`src/rtl/pc_fetch.sv`:
```
// rtl/pc_fetch.sv - program counter and single-outstanding instruction fetch with branch redirect
module pc_fetch #(
  parameter logic [31:0] RESET_PC = 32'h0000_0000,
  parameter int unsigned PC_STEP  = 4
) (
  input  logic        clk,
  input  logic        rst,
  input  logic        stall,
  input  logic        br_taken,
  input  logic [31:0] br_target,
  output logic        imem_req,
  output logic [31:0] imem_addr,
  input  logic        imem_ack,
  input  logic [31:0] imem_rdata,
  output logic        inst_valid,
  output logic [31:0] inst,
  output logic [31:0] inst_pc,
  input  logic        inst_ready
);

  typedef enum logic [1:0] {
    IDLE  = 2'd0,
    FETCH = 2'd1,
    HOLD  = 2'd2,
    DROP  = 2'd3
  } state_e;

  localparam logic [31:0] RESET_PC_AL = {RESET_PC[31:2], 2'b00};
  localparam logic [31:0] STEP        = 32'(PC_STEP);

  state_e      state_q;
  logic [31:0] pc_q;
  logic [31:0] tgt_q;
  logic        req_q;
  logic [31:0] addr_q;
  logic        valid_q;
  logic [31:0] inst_q;
  logic [31:0] inst_pc_q;

  logic [31:0] seq_sum;
  logic [31:0] seq_pc_d;
  logic [31:0] br_pc_d;

  // Addresses are word aligned; the low two bits of every candidate are forced to zero.
  assign seq_sum  = pc_q + STEP;
  assign seq_pc_d = {seq_sum[31:2], 2'b00};
  assign br_pc_d  = {br_target[31:2], 2'b00};

  always_ff @(posedge clk) begin
    if (rst) begin
      state_q   <= IDLE;
      pc_q      <= RESET_PC_AL;
      tgt_q     <= '0;
      req_q     <= 1'b0;
      addr_q    <= RESET_PC_AL;
      valid_q   <= 1'b0;
      inst_q    <= '0;
      inst_pc_q <= '0;
    end else begin
      unique case (state_q)
        IDLE: begin
          if (br_taken) begin
            pc_q <= br_pc_d;
          end else if (!stall) begin
            state_q <= FETCH;
            req_q   <= 1'b1;
            addr_q  <= pc_q;
          end
        end

        FETCH: begin
          if (imem_ack) begin
            req_q <= 1'b0;
            if (br_taken) begin
              pc_q    <= br_pc_d;
              state_q <= IDLE;
            end else begin
              inst_q    <= imem_rdata;
              inst_pc_q <= pc_q;
              valid_q   <= 1'b1;
              pc_q      <= seq_pc_d;
              state_q   <= HOLD;
            end
          end else if (br_taken) begin
            // The bus cannot abandon a request, so it stays up until the stale ack returns.
            tgt_q   <= br_pc_d;
            state_q <= DROP;
          end
        end

        DROP: begin
          if (imem_ack) begin
            req_q   <= 1'b0;
            pc_q    <= br_taken ? br_pc_d : tgt_q;
            state_q <= IDLE;
          end
          if (br_taken) begin
            tgt_q <= br_pc_d;
          end
        end

        HOLD: begin
          if (br_taken) begin
            valid_q <= 1'b0;
            pc_q    <= br_pc_d;
            state_q <= IDLE;
          end else if (inst_ready) begin
            valid_q <= 1'b0;
            if (!stall) begin
              state_q <= FETCH;
              req_q   <= 1'b1;
              addr_q  <= pc_q;
            end else begin
              state_q <= IDLE;
            end
          end
        end

        default: begin
          state_q <= IDLE;
        end
      endcase
    end
  end

  assign imem_req   = req_q;
  assign imem_addr  = addr_q;
  assign inst_valid = valid_q;
  assign inst       = inst_q;
  assign inst_pc    = inst_pc_q;

endmodule

```
`config.mk`:
```
export PLATFORM = sky130hd
export DESIGN_NAME = pc_fetch
export DESIGN_NICKNAME = d
export VERILOG_FILES = /design/src/rtl/pc_fetch.sv
export SDC_FILE = /design/constraint.sdc
export NUM_CORES = 1
export LEC_CHECK = 0
export BUFFER_PORTS_ARGS = -buffer_cell sky130_fd_sc_hd__buf_4
export CORE_ASPECT_RATIO = 0.9
export CORE_MARGIN = 1.5
export CORE_UTILIZATION = 57
export CTS_CLUSTER_DIAMETER = 80
export DETAILED_ROUTE_END_ITERATION = 8
export PLACE_DENSITY = 0.85
export SLEW_MARGIN = 10
export SYNTH_ARGS = -nofsm -noshare
export SYNTH_HDL_FRONTEND = slang
export SYNTH_SLANG_ARGS = --single-unit
```
`constraint.sdc`:
```
create_clock -name clk -period 4.4 [get_ports clk]
set_clock_uncertainty 0.1 [all_clocks]
set_input_delay 0 -clock clk [delete_from_list [all_inputs] [get_ports clk]]
set_output_delay 0 -clock clk [all_outputs]
set_load 0.03 [all_outputs]
```
**After elaboration in Yosys (flattened, before gate mapping)**

Index checks and enable logic that the tools add are counted.

- Register bits after elaboration: 164
- Output and inout port bits: 98
- Logic and storage cells: 72

- Add/sub/neg operators: 1
- Equal/unequal tests: 15
- Muxes and demuxes: 34
- Bitwise operators: 1
- Reduce and logical (&&, ||, !) cells: 13

Operators by type and width:

| operator | number |
|---|---|
| 2-to-1 mux 32 bit | 10 |
| case mux 32 bit (2 select lines) | 2 |
| case mux 32 bit (3 select lines) | 1 |
| adder 32 x 3 -> 32 bit, second input constant | 1 |
| 2-to-1 mux 2 bit | 8 |
| inequality test 2 bit, second input constant | 8 |
| AND reduction 4 bit | 3 |
| 2-to-1 mux 1 bit | 10 |
| case mux 2 bit (4 select lines) | 1 |
| inequality test 3 bit, second input constant | 2 |
| AND reduction 3 bit | 2 |
| nonzero test 2 bit | 3 |
| AND reduction 5 bit | 1 |
| == test 2 bit, second input constant | 2 |
| inequality test 2 x 1 -> 1 bit, second input constant | 2 |
| OR reduction 2 bit | 2 |
| case mux 1 bit (3 select lines) | 1 |
| == test 2 x 1 -> 1 bit, second input constant | 1 |
| zero test 2 bit | 1 |
| case mux 1 bit (2 select lines) | 1 |
| AND reduction 2 bit | 1 |
| inverter 1 bit | 1 |

**Depth between registers and ports, before layout**

Gate-level depths: netlist of the first run.

- Word-level depth: 4
- Depth in mapped cells: 9

**Least setup slack after synthesis of the first run**

Ideal clock, no wire load.

- Path type: flip-flop to flip-flop
- Start: register pc_q[2]
- End: register pc_q[26]
- Setup time: 0.103 ns
- Arrival: 1.865 ns
- Data required time: 4.197 ns
- Setup slack: 2.332 ns
- Cell stages (with the launch flop): 7
- Clock period less this slack: 2.068 ns
- Cell sequence: dfxtp_1 -> ha_1 -> nand4_4 -> nor4_4 -> nand4_1 -> xor2_1 -> a2111oi_2

- Longest elaborated chain between the ends: 4

Ends and longest elaborated chain:

| element | line | text |
|---|---|---|
| from (decl) | 32 | `logic [31:0] pc_q;` |
| from (signal assigned) | 63 | `pc_q <= br_pc_d;` |
| from (signal assigned) | 75 | `pc_q <= br_pc_d;` |
| from (signal assigned) | 81 | `pc_q <= seq_pc_d;` |
| adder 32 x 3 -> 32 bit | 45 | `assign seq_sum = pc_q + STEP;` |
| 2-to-1 mux 32 bit | 74 | `if (br_taken) begin` |
| 2-to-1 mux 32 bit | 72 | `if (imem_ack) begin` |
| case mux 32 bit (3 select lines) | 60 | `unique case (state_q)` |

No other way between the ends. The select of a mux whose other input is x is not followed.
A chain may end at the register's enable or synchronous reset.

**Worst setup path in the final report of the first run**

- Start: register state_q[0]
- End: register inst_q[10], in the netlist inst[10]

- Longest elaborated chain between the ends: 2

Ends and longest elaborated chain:

| element | line | text |
|---|---|---|
| from (decl) | 31 | `state_e state_q;` |
| from (signal assigned) | 51 | `state_q <= IDLE;` |
| from (signal assigned) | 65 | `state_q <= FETCH;` |
| from (signal assigned) | 76 | `state_q <= IDLE;` |
| == test 2 x 1 -> 1 bit | 60 |  |
| AND reduction 3 bit (no line) | -- |  |
| to (signal assigned) | 78 | `inst_q <= imem_rdata;` |
| to (decl) | 37 | `logic [31:0] inst_q;` |

No other way between the ends.

==> summary.txt, run 1 <==
STA
  – Min Tclk post-route: 2890 ps
  – Fin. Hold Viols: 0
  – Final setup vio count: 0
  – Final Hold Slack: 77.7 ps
  – RSZ-0062 raised after global routing: no
  – Slew HR: 0.344
  – Worst-Margin Slew: 984 ps
  – Maximum clock rate: 346 MHz
  – Fin crit share: 0.657
  – Final setup TNS: 0 ps
  – Final Max Tran Viols: 0

Cells and area
  – Area grow syn2layout: 36.4%
  – Layout cells sized above 1: 0.204
  – Final Net Count: 1,151
  – Ant diodes: 0
  – Fillers: 734

Clock network
  – Clk_lat worst skew: 420 ps
  – H-tree Lvls: 4
  – CTS Buf Count: 17
  – CTS tree: yes
  – Clk pin slew, worst setup/hold paths: 70 ps
  – Root buf cell: clkbuf_16
  – Post-CTS resize count: 0
  – CTS max path bufs: 2
  – Sink Count: 164

Die
  – Row cnt: 37
  – Die width: 118 um
  – Die Footprint: 0.0126 mm2
  – Top Ports: 168
  – Die height: 107 um
  – Core Region: 0.0115 mm2
  – Initial core utilization: 0.591

Setup path
  – Worst Path Required: 4640 ps
  – CP endpoint kind: register
  – Crit path DAT: 3130 ps
  – Reg2reg start: state_q[0]
  – Worst-path fanout max: 26
  – CP startpoint: state_q[0]
  – Crit Path Category: register to register
  – Startpoint Class: register

Routing
  – ANT nets after route: 0
  – Drt first-iter violations: 848
  – DR vias/cell: 5.78
  – Wirelength, routed: 21,600 um
  – Total number of vias: 7,225
  – Drt pass-1 iters: 7
  – DRC: 0
  – WL/cell: 17.3 um

Synth
  – Main synth FF type: dfxtp_1
  – FFs w/ async S/R, synth: 0
  – Post-Synthesis Cell Area: 0.00682 mm2
  – Register area share after synthesis: 0.482
  – Post-synth EDFFs: 0
  – Yosys cell types: 52
  – Post-Synthesis Cells: 890
  – Synthesis warning total: 0
  – Syn_nets: 961
  – Register bit total from synthesis: 164
  – Syn avg cell area: 7.66 um2

Pwr
  – PwrDens: 365 mW/mm2
  – LEAKAGE: 3.61 nW
  – Max IR drop VDD: 0.213 mV

GRT
  – Initial antenna violation count: 0
  – First-pass GRT wire length: 34,700 um
  – GRT overflow: 0
  – Total global-route track usage: 0.343
  – Vias in the first global route: 7,071
  – Largest net degree at the start of global routing: 96

Run
  – Maxcap violations: 0

Min path
  – Tightest Hold Check Type: input port to register
  – Min-Delay Startpoint: stall

Placed design
  – RD Place Congestion: 0.835
  – DP Wirelength: 11,900 um
  – Port buffer count: 165

Status
  – Status: completed
## power by group
part	switching (mW)	internal (mW)
sequential	0.0674	1.53
combinational	0.196	0.166
clock	0.632	0.802
total	0.895	2.50
## state kept, by name, indices dropped and copies added, names as in the netlist
name        flops
tgt_q          32
imem_req        1
inst_valid      1
state_q         2
inst_pc        32
pc_q           32
inst           32
imem_addr      32
## final timing paths
path	to	slack (ps)	cells past startpoint
setup / recovery	inst[10]	1510	6
hold / removal	imem_addr[27]	80	5
hold reg to reg	inst_pc[12]	350	2
setup reg to reg	inst[10]	1510	6
## timing repair
| action | CTS | global route |
|---|---|---|
| hold endpoints to repair | 95 | 0 |
| buffers inserted | 0 | 0 |
| hold buffers | 66 | 0 |
## synthesized netlist by cell type (4+ instances only)
library cell  number  area, um2
nor2b_1            6       37.5
o21ai_0           11       55.1
nand2_1          278       1040
inv_1              7       26.3
clkbuf_1          54        203
nor3_1            15       75.1
buf_2             14       70.1
dfxtp_1          164       3280
a211oi_1           4       30.0
xor2_1             7       61.3
a21oi_1          160        801
and3_1             5       31.3
nor2_1            41        154
nor4_1             5       31.3
and4_1             7       61.3
xnor2_1           14        123
o22ai_1           23        144
or3_1              8       50.1
nand3_1           12       60.1
o221a_2            5       56.3
nand4_1            5       31.3
## stage by stage
stage          total power, mW  setup slack (ps)   util  cells  area [um2]
2_1_floorplan             1.80              2330      -    890        6820
3_3_place_gp              1.92              1670  0.700   1151        8070
3_5_place_dp              1.93              1630  0.700   1151        8070
4_1_cts                   3.37              1580  0.807   1249        9300
5_1_grt                   3.49              1350  0.807   1249        9300
6_report                  3.39              1510  0.807   1249        9300
## layer usage
layer | GRT usage | vias up | wire length (um) | share of wire
met2 | 0.600 | 384 | 10800 | 0.50
met3 | 0.0665 | 64 | 1600 | 0.074
met1 | 0.412 | 3379 | 8460 | 0.39
met5 | 0 | - | 0 | 0
li1 | - | 3398 | - | -
met4 | 0.154 | 0 | 686 | 0.032
## worst max-delay path, cell delays in order (launching register included)
cell and delay (ps):
dfxtp_1 750, nand2_1 140, or2_2 510, nor2_4 620, buf_4 410, nand2_1 100
a21oi_1 170
## cells by family (layout without fill, tap and decap cells)
kind of cell               after synthesis  count (layout)  share of synthesized area
buffers and inverters                   80             283                     0.0468
AOI/OAI and AO/OA                      226             226                      0.189
xor gates and xnor gates                21              21                     0.0270
and+or+nand+nor                        394             394                      0.248
muxes                                    4               4                    0.00606
DFF                                    164             164                      0.482
adders and majority gates                1               1                    0.00184
## placed cells by master (no fill, tap or decap), types with 7 or more instances in the layout
cell,instances
a21oi_1,159
and4_1,7
buf_4,177
clkbuf_16,17
dfxtp_1,164
dlygate4sd3_1,66
inv_1,7
nand2_1,277
nand3_1,12
nor2_1,40
nor3_1,15
o21ai_0,11
o22ai_1,23
or3_1,8
xnor2_1,14
xor2_1,7
## layout make-up
class,count,area [um2],share of cell area
clock buffers,19,443,0.0476
clock inverters,13,124,0.0133
inverters,8,30.0,0.00323
multi-input cells,646,3230,0.348
flip-flops and latches,164,3280,0.353
well taps,156,195,0.0210
repair buffers,243,1990,0.214
Power figures use the tool's default switching activity.
==> run 2, diff against run 1 <==
- CORE_UTILIZATION: 57 -> 53
- PLACE_DENSITY: 0.85 -> 0.79
- clock period: 4.4 -> 2.7 ns (I/O delays scaled with it)
==> run 2 against run 1 <==
Count of clock-buffer cells in the layout is 2 higher. Clock power grew 62%. Total power increased by 62%. Worst hold slack got worse by 18 ps. Highest routed layer unchanged. First-iteration DRC count down 23%. Global-route usage shrank 3.2 points. Largest power group unchanged.
==> summary.txt, run 2 (same netlist as run 1, synthesis figures left out) <==
Die
  – Initial core utilization: 0.539
  – Core Region: 0.0126 mm2
  – Die Footprint: 0.0135 mm2
  – Die width: 123 um
  – Top Ports: 168
  – Row cnt: 39
  – Die height: 111 um

Routing
  – ANT nets after route: 0
  – Drt first-iter violations: 657
  – Total number of vias: 7,112
  – Wirelength, routed: 20,600 um
  – WL/cell: 16.1 um
  – Drt pass-1 iters: 5
  – DR vias/cell: 5.56
  – DRC: 0

Cells and area
  – Fillers: 944
  – Layout cells sized above 1: 0.211
  – Highest-count cells in the layout ignoring fill and taps: nand2_1, buf_4, dfxtp_1, a21oi_1, dlygate4sd3_1
  – Area grow syn2layout: 39.8%
  – Ant diodes: 0
  – Post-Route Utilization: 0.754
  – Final Net Count: 1,173
  – Commonest non-fill, non-tap cell in the layout: nand2_1

Setup path
  – Worst Path Required: 2960 ps
  – CP endpoint kind: register
  – Startpoint Class: register
  – Crit Path Category: register to register
  – Crit path DAT: 2650 ps
  – Crit path largest cell delay: 580 ps
  – Worst-path fanout max: 10
  – CP Buf/Inv Count: 3
  – CP Cell Sequence: clkinv_1 -> buf_4 -> a21oi_2 -> nand2_1 -> dlygate4sd3_1 -> a21oi_1
  – Cell family with most CP delay: buffers and inverters
  – Critical Path Slowest Stage Cell: dlygate4sd3_1

Clock network
  – Sink Count: 164
  – Post-CTS resize count: 0
  – Hold Buf Count CTS: 75
  – CTS Buf Count: 17
  – CTS max path bufs: 2
  – CTS tree: yes
  – Clk pin slew, worst setup/hold paths: 60 ps
  – Post-CTS Setup Repair Bufs: 0
  – Root buf cell: clkbuf_16
  – H-tree Lvls: 4
  – Clk_lat worst skew: 430 ps

Min path
  – Tightest Hold Check Type: input port to register

Pwr
  – PwrDens: 578 mW/mm2
  – LEAKAGE: 3.69 nW
  – Max IR drop VDD: 0.440 mV

Run
  – Maxcap violations: 0

STA
  – RSZ-0062 raised after global routing: no
  – Maximum clock rate: 418 MHz
  – Final setup TNS: 0 ps
  – Fin crit share: 0.885
  – Slew HR: 0.451
  – Min Tclk post-route: 2390 ps
  – Fin. Hold Viols: 0
  – Worst-Margin Slew: 823 ps
  – Final setup vio count: 0
  – Final Max Tran Viols: 0

Placed design
  – DP Wirelength: 12,200 um
  – Port buffer count: 165
  – RD Place Congestion: 0.847

GRT
  – GRT overflow: 0
  – First-pass GRT wire length: 33,500 um
  – Total global-route track usage: 0.311
  – Initial antenna violation count: 0
  – Largest net degree at the start of global routing: 78
  – Vias in the first global route: 6,781

Status
  – Status: completed
==> run 2: cell count changes in the layout (fill, tap and decap cells not counted), sizes merged <==
cell         delta
buf            +13
clkbuf          +2
clkinv          +2
dlygate4sd3     +9
inv             -4
==> run 2: cell type report <==
class                      count  area, um2  area share
multi-input combinational    646       3230       0.339
tap                          164        205      0.0215
clock buffer                  21        460      0.0483
sequential                   164       3280       0.344
timing repair buffer         265       2210       0.232
inverter                       8       30.0     0.00315
clock inverter                11        104      0.0109
==> run 2: stage by stage <==
stage	cells	hold slack [ps]	setup slack, ps	area [um2]	power, mW
final	1279	59.6	310	9530	5.51
after global routing	1279	90.6	101	9530	5.69
after CTS	1279	50.9	336	9530	5.51
after detailed placement	1172	157	352	8220	3.16
after global placement	1172	146	410	8220	3.15
after floorplan	890	36.0	632	6820	2.93
==> run 2: worst paths after layout <==
path / from / to / slack, ps / cells after the start
worst min register to register: imem_addr[1] / imem_addr[1] / 360 / 2
worst max-delay path: state_q[1] / tgt_q[3] / 310 / 6
worst min-delay path: rst / tgt_q[10] / 60 / 2
worst max register to register: state_q[1] / tgt_q[3] / 310 / 6
==> run 2: where the power goes <==
group          switching, mW  internal, mW
Combinational          0.323         0.288
Sequential            0.0980          2.49
Clock                  0.993          1.32
==> run 2: per-layer routing <==
| metal | GRT usage | wire (um) |
|---|---|---|
| met2 | 0.517 | 10100 |
| met4 | 0.104 | 364 |
| met5 | 0 | 0 |
| met3 | 0.0718 | 1570 |
| met1 | 0.396 | 8620 |
==> run 3, diff against run 2 <==
- ABC_AREA: unset -> 1
- CORE_UTILIZATION: 53 -> 54
- PLACE_DENSITY: 0.79 -> 0.8
==> run 3 against run 2 <==
The run now ends with design-rule violations left. Die area grew 5.8%. Maximum frequency shrank 3.7%. Sequential power grew 31%. Total power up 62%. First-iteration DRC count grew 50%. Critical path depth grew 2. Synthesized cell count is 17% higher. Flip-flop and latch count unchanged. Critical endpoint is now inst_valid. Largest power group unchanged.
==> summary.txt, run 3 <==
Pwr
  – Net Switching: 3.30 mW
  – Pint: 5.63 mW
  – Switch share: 0.370
  – Max IR drop VDD: 0.557 mV
  – Clock Power Share: 0.294
  – LEAKAGE: 4.31 nW
  – Comb pwr share: 0.326
  – PwrDens: 897 mW/mm2
  – Sequential power share: 0.380

Cells and area
  – Layout cells sized above 1: 0.181
  – Post-Route Utilization: 0.748
  – Ant diodes: 0
  – Commonest non-fill, non-tap cell in the layout: nand2_1
  – Final Net Count: 1,315
  – Area grow syn2layout: 35.4%
  – Highest-count cells in the layout ignoring fill and taps: nand2_1, buf_4, o21ai_0, dfxtp_1, nor2_1
  – Fillers: 1,006

STA
  – Min Tclk post-route: 2480 ps
  – Final setup vio count: 0
  – Final Hold Slack: 201 ps
  – RSZ-0062 raised after global routing: no
  – Final Max Tran Viols: 0
  – Fin crit share: 0.919
  – Fin. Hold Viols: 0
  – Worst-Margin Slew: 568 ps
  – Maximum clock rate: 403 MHz
  – Slew HR: 0.621
  – Final setup TNS: 0 ps

Synth
  – Synthesis warning total: 0
  – Synth Area in Adders: 0.00170
  – Yosys cell types: 32
  – Post-synthesis xor/xnor area fraction: 0.00953
  – Count leader, synth: nand2_1
  – Main synth FF type: dfxtp_1
  – Post-Synthesis Cell Area: 0.00735 mm2
  – FFs w/ async S/R, synth: 0
  – Largest family of logic cells by synthesized area: compound AO/OA/AOI/OAI gates
  – Most frequent cells after synthesis: nand2_1, o21ai_0, dfxtp_1
  – Compound-Gate Fraction of Synth Area: 0.247
  – Simple-gate share of the synthesized area: 0.228
  – Syn_nets: 1,115
  – Post-synth EDFFs: 0
  – Register bit total from synthesis: 164
  – Synth top area share: 0.446
  – Post-Synthesis Cells: 1,044
  – Mux contribution to synthesized area: 0
  – Synth top area cells: dfxtp_1, o21ai_0, nand2_1
  – Top cell type by total area after synthesis: dfxtp_1
  – Register area share after synthesis: 0.446
  – Syn avg cell area: 7.04 um2

Die
  – Row cnt: 40
  – Initial core utilization: 0.552
  – Die width: 126 um
  – Top Ports: 168
  – Die Footprint: 0.0143 mm2
  – Die height: 114 um
  – Core Region: 0.0133 mm2

Routing
  – WL/cell: 16.1 um
  – Drt first-iter violations: 984
  – DR vias/cell: 5.70
  – Wirelength, routed: 22,900 um
  – Total number of vias: 8,104
  – ANT nets after route: 0
  – DRC: 15
  – Drt pass-1 iters: 8

Run
  – Maxcap violations: 0

Clock network
  – CTS tree: yes
  – Clk_lat worst skew: 430 ps
  – Root buf cell: clkbuf_16
  – CTS Buf Count: 17
  – CTS max path bufs: 2
  – Sink Count: 164
  – H-tree Lvls: 4
  – Clk pin slew, worst setup/hold paths: 60 ps

Setup path
  – Critical Path Slowest Stage Cell: dlygate4sd3_1
  – CP most frequent cell: dlygate4sd3_1
  – CP Cell Sequence: dlygate4sd3_1 -> buf_4 -> inv_2 -> nand2_2 -> nor2_4 -> inv_4 -> a21oi_1 -> dlygate4sd3_1
  – Crit Path Category: input port to register
  – Startpoint Class: input port
  – Crit path DAT: 2750 ps
  – Crit path largest cell delay: 560 ps
  – Worst Path Required: 2970 ps
  – Worst-path fanout max: 43
  – CP endpoint kind: register

GRT
  – First-pass GRT wire length: 35,800 um
  – Initial antenna violation count: 0
  – Largest net degree at the start of global routing: 76
  – Total global-route track usage: 0.314
  – GRT overflow: 0
  – Vias in the first global route: 7,056

Placed design
  – DP Wirelength: 14,000 um
  – Port buffer count: 165
  – RD Place Congestion: 0.945

Status
  – Status: complete, but fails checks
  – Failing checks: design-rule violations

Min path
  – Tightest Hold Check Type: input port to register
[run 3: power by group through the flow]
stage,logic [mW],clock network (mW),registers (mW)
5_1_grt,3.13,2.75,3.45
3_5_place_dp,2.72,0,3.41
4_1_cts,2.85,2.64,3.36
2_1_floorplan,1.42,0,3.77
6_report,2.92,2.63,3.39
3_3_place_gp,2.67,0,3.39
[run 3: cell type report]
cell class | count | area [um2] | area share
Clock buffer | 20 | 457 | 0.0459
Clock inverter | 9 | 179 | 0.0180
Inverter | 44 | 171 | 0.0172
Multi-Input combinational cell | 769 | 3580 | 0.360
Sequential cell | 164 | 3280 | 0.330
Tap cell | 168 | 210 | 0.0211
Timing Repair Buffer | 248 | 2080 | 0.209
[run 3: layer usage]
metal	vias to the layer above	wire length (um)	track usage	share of wire
met5	-	0	0	0
met4	0	410	0.0989	0.018
met3	38	2390	0.0704	0.10
met2	428	10200	0.477	0.44
li1	3905	-	-	-
met1	3733	9990	0.447	0.44
[run 3: cells by family after synthesis]
| logic type | count (synthesis) |
|---|---|
| XOR/XNOR | 8 |
| adder cells (fa/ha/maj) | 1 |
| AO/OA/AOI/OAI | 340 |
| buffers and inverters | 111 |
| AND/OR/NAND/NOR | 420 |
| flip-flops | 164 |
[run 3: final timing paths]
kind	from	end	slack, ps	cells after the start
hold / removal	rst	state_q[0]	200	3
setup / recovery	br_taken	inst_valid	220	8
hold reg to reg	tgt_q[1]	tgt_q[1]	350	2
setup reg to reg	state_q[0]	inst_valid	390	7
[run 3: critical path: cells and delay by family]
family / cells / cell delay, ps
buffers and inverters: 5 / 1970
and+or+nand+nor: 2 / 550
AOI/OAI and AO/OA: 1 / 210
[run 3: stage by stage]
step	power (mW)	setup slack [ps]	area [um2]	cells
after floorplan	5.19	1100	7350	1044
after global placement	6.07	750	8610	1322
after detailed placement	6.13	736	8610	1322
after CTS	8.86	165	9960	1422
after global routing	9.33	101	9960	1422
final	8.94	219	9960	1422
[run 3: repair_timing]
action	CTS	global route
endpoints found under the setup margin	0	1
hold endpoints to repair	95	0
gates resized for setup	0	2
hold buffers	71	0
setup buffers	0	0
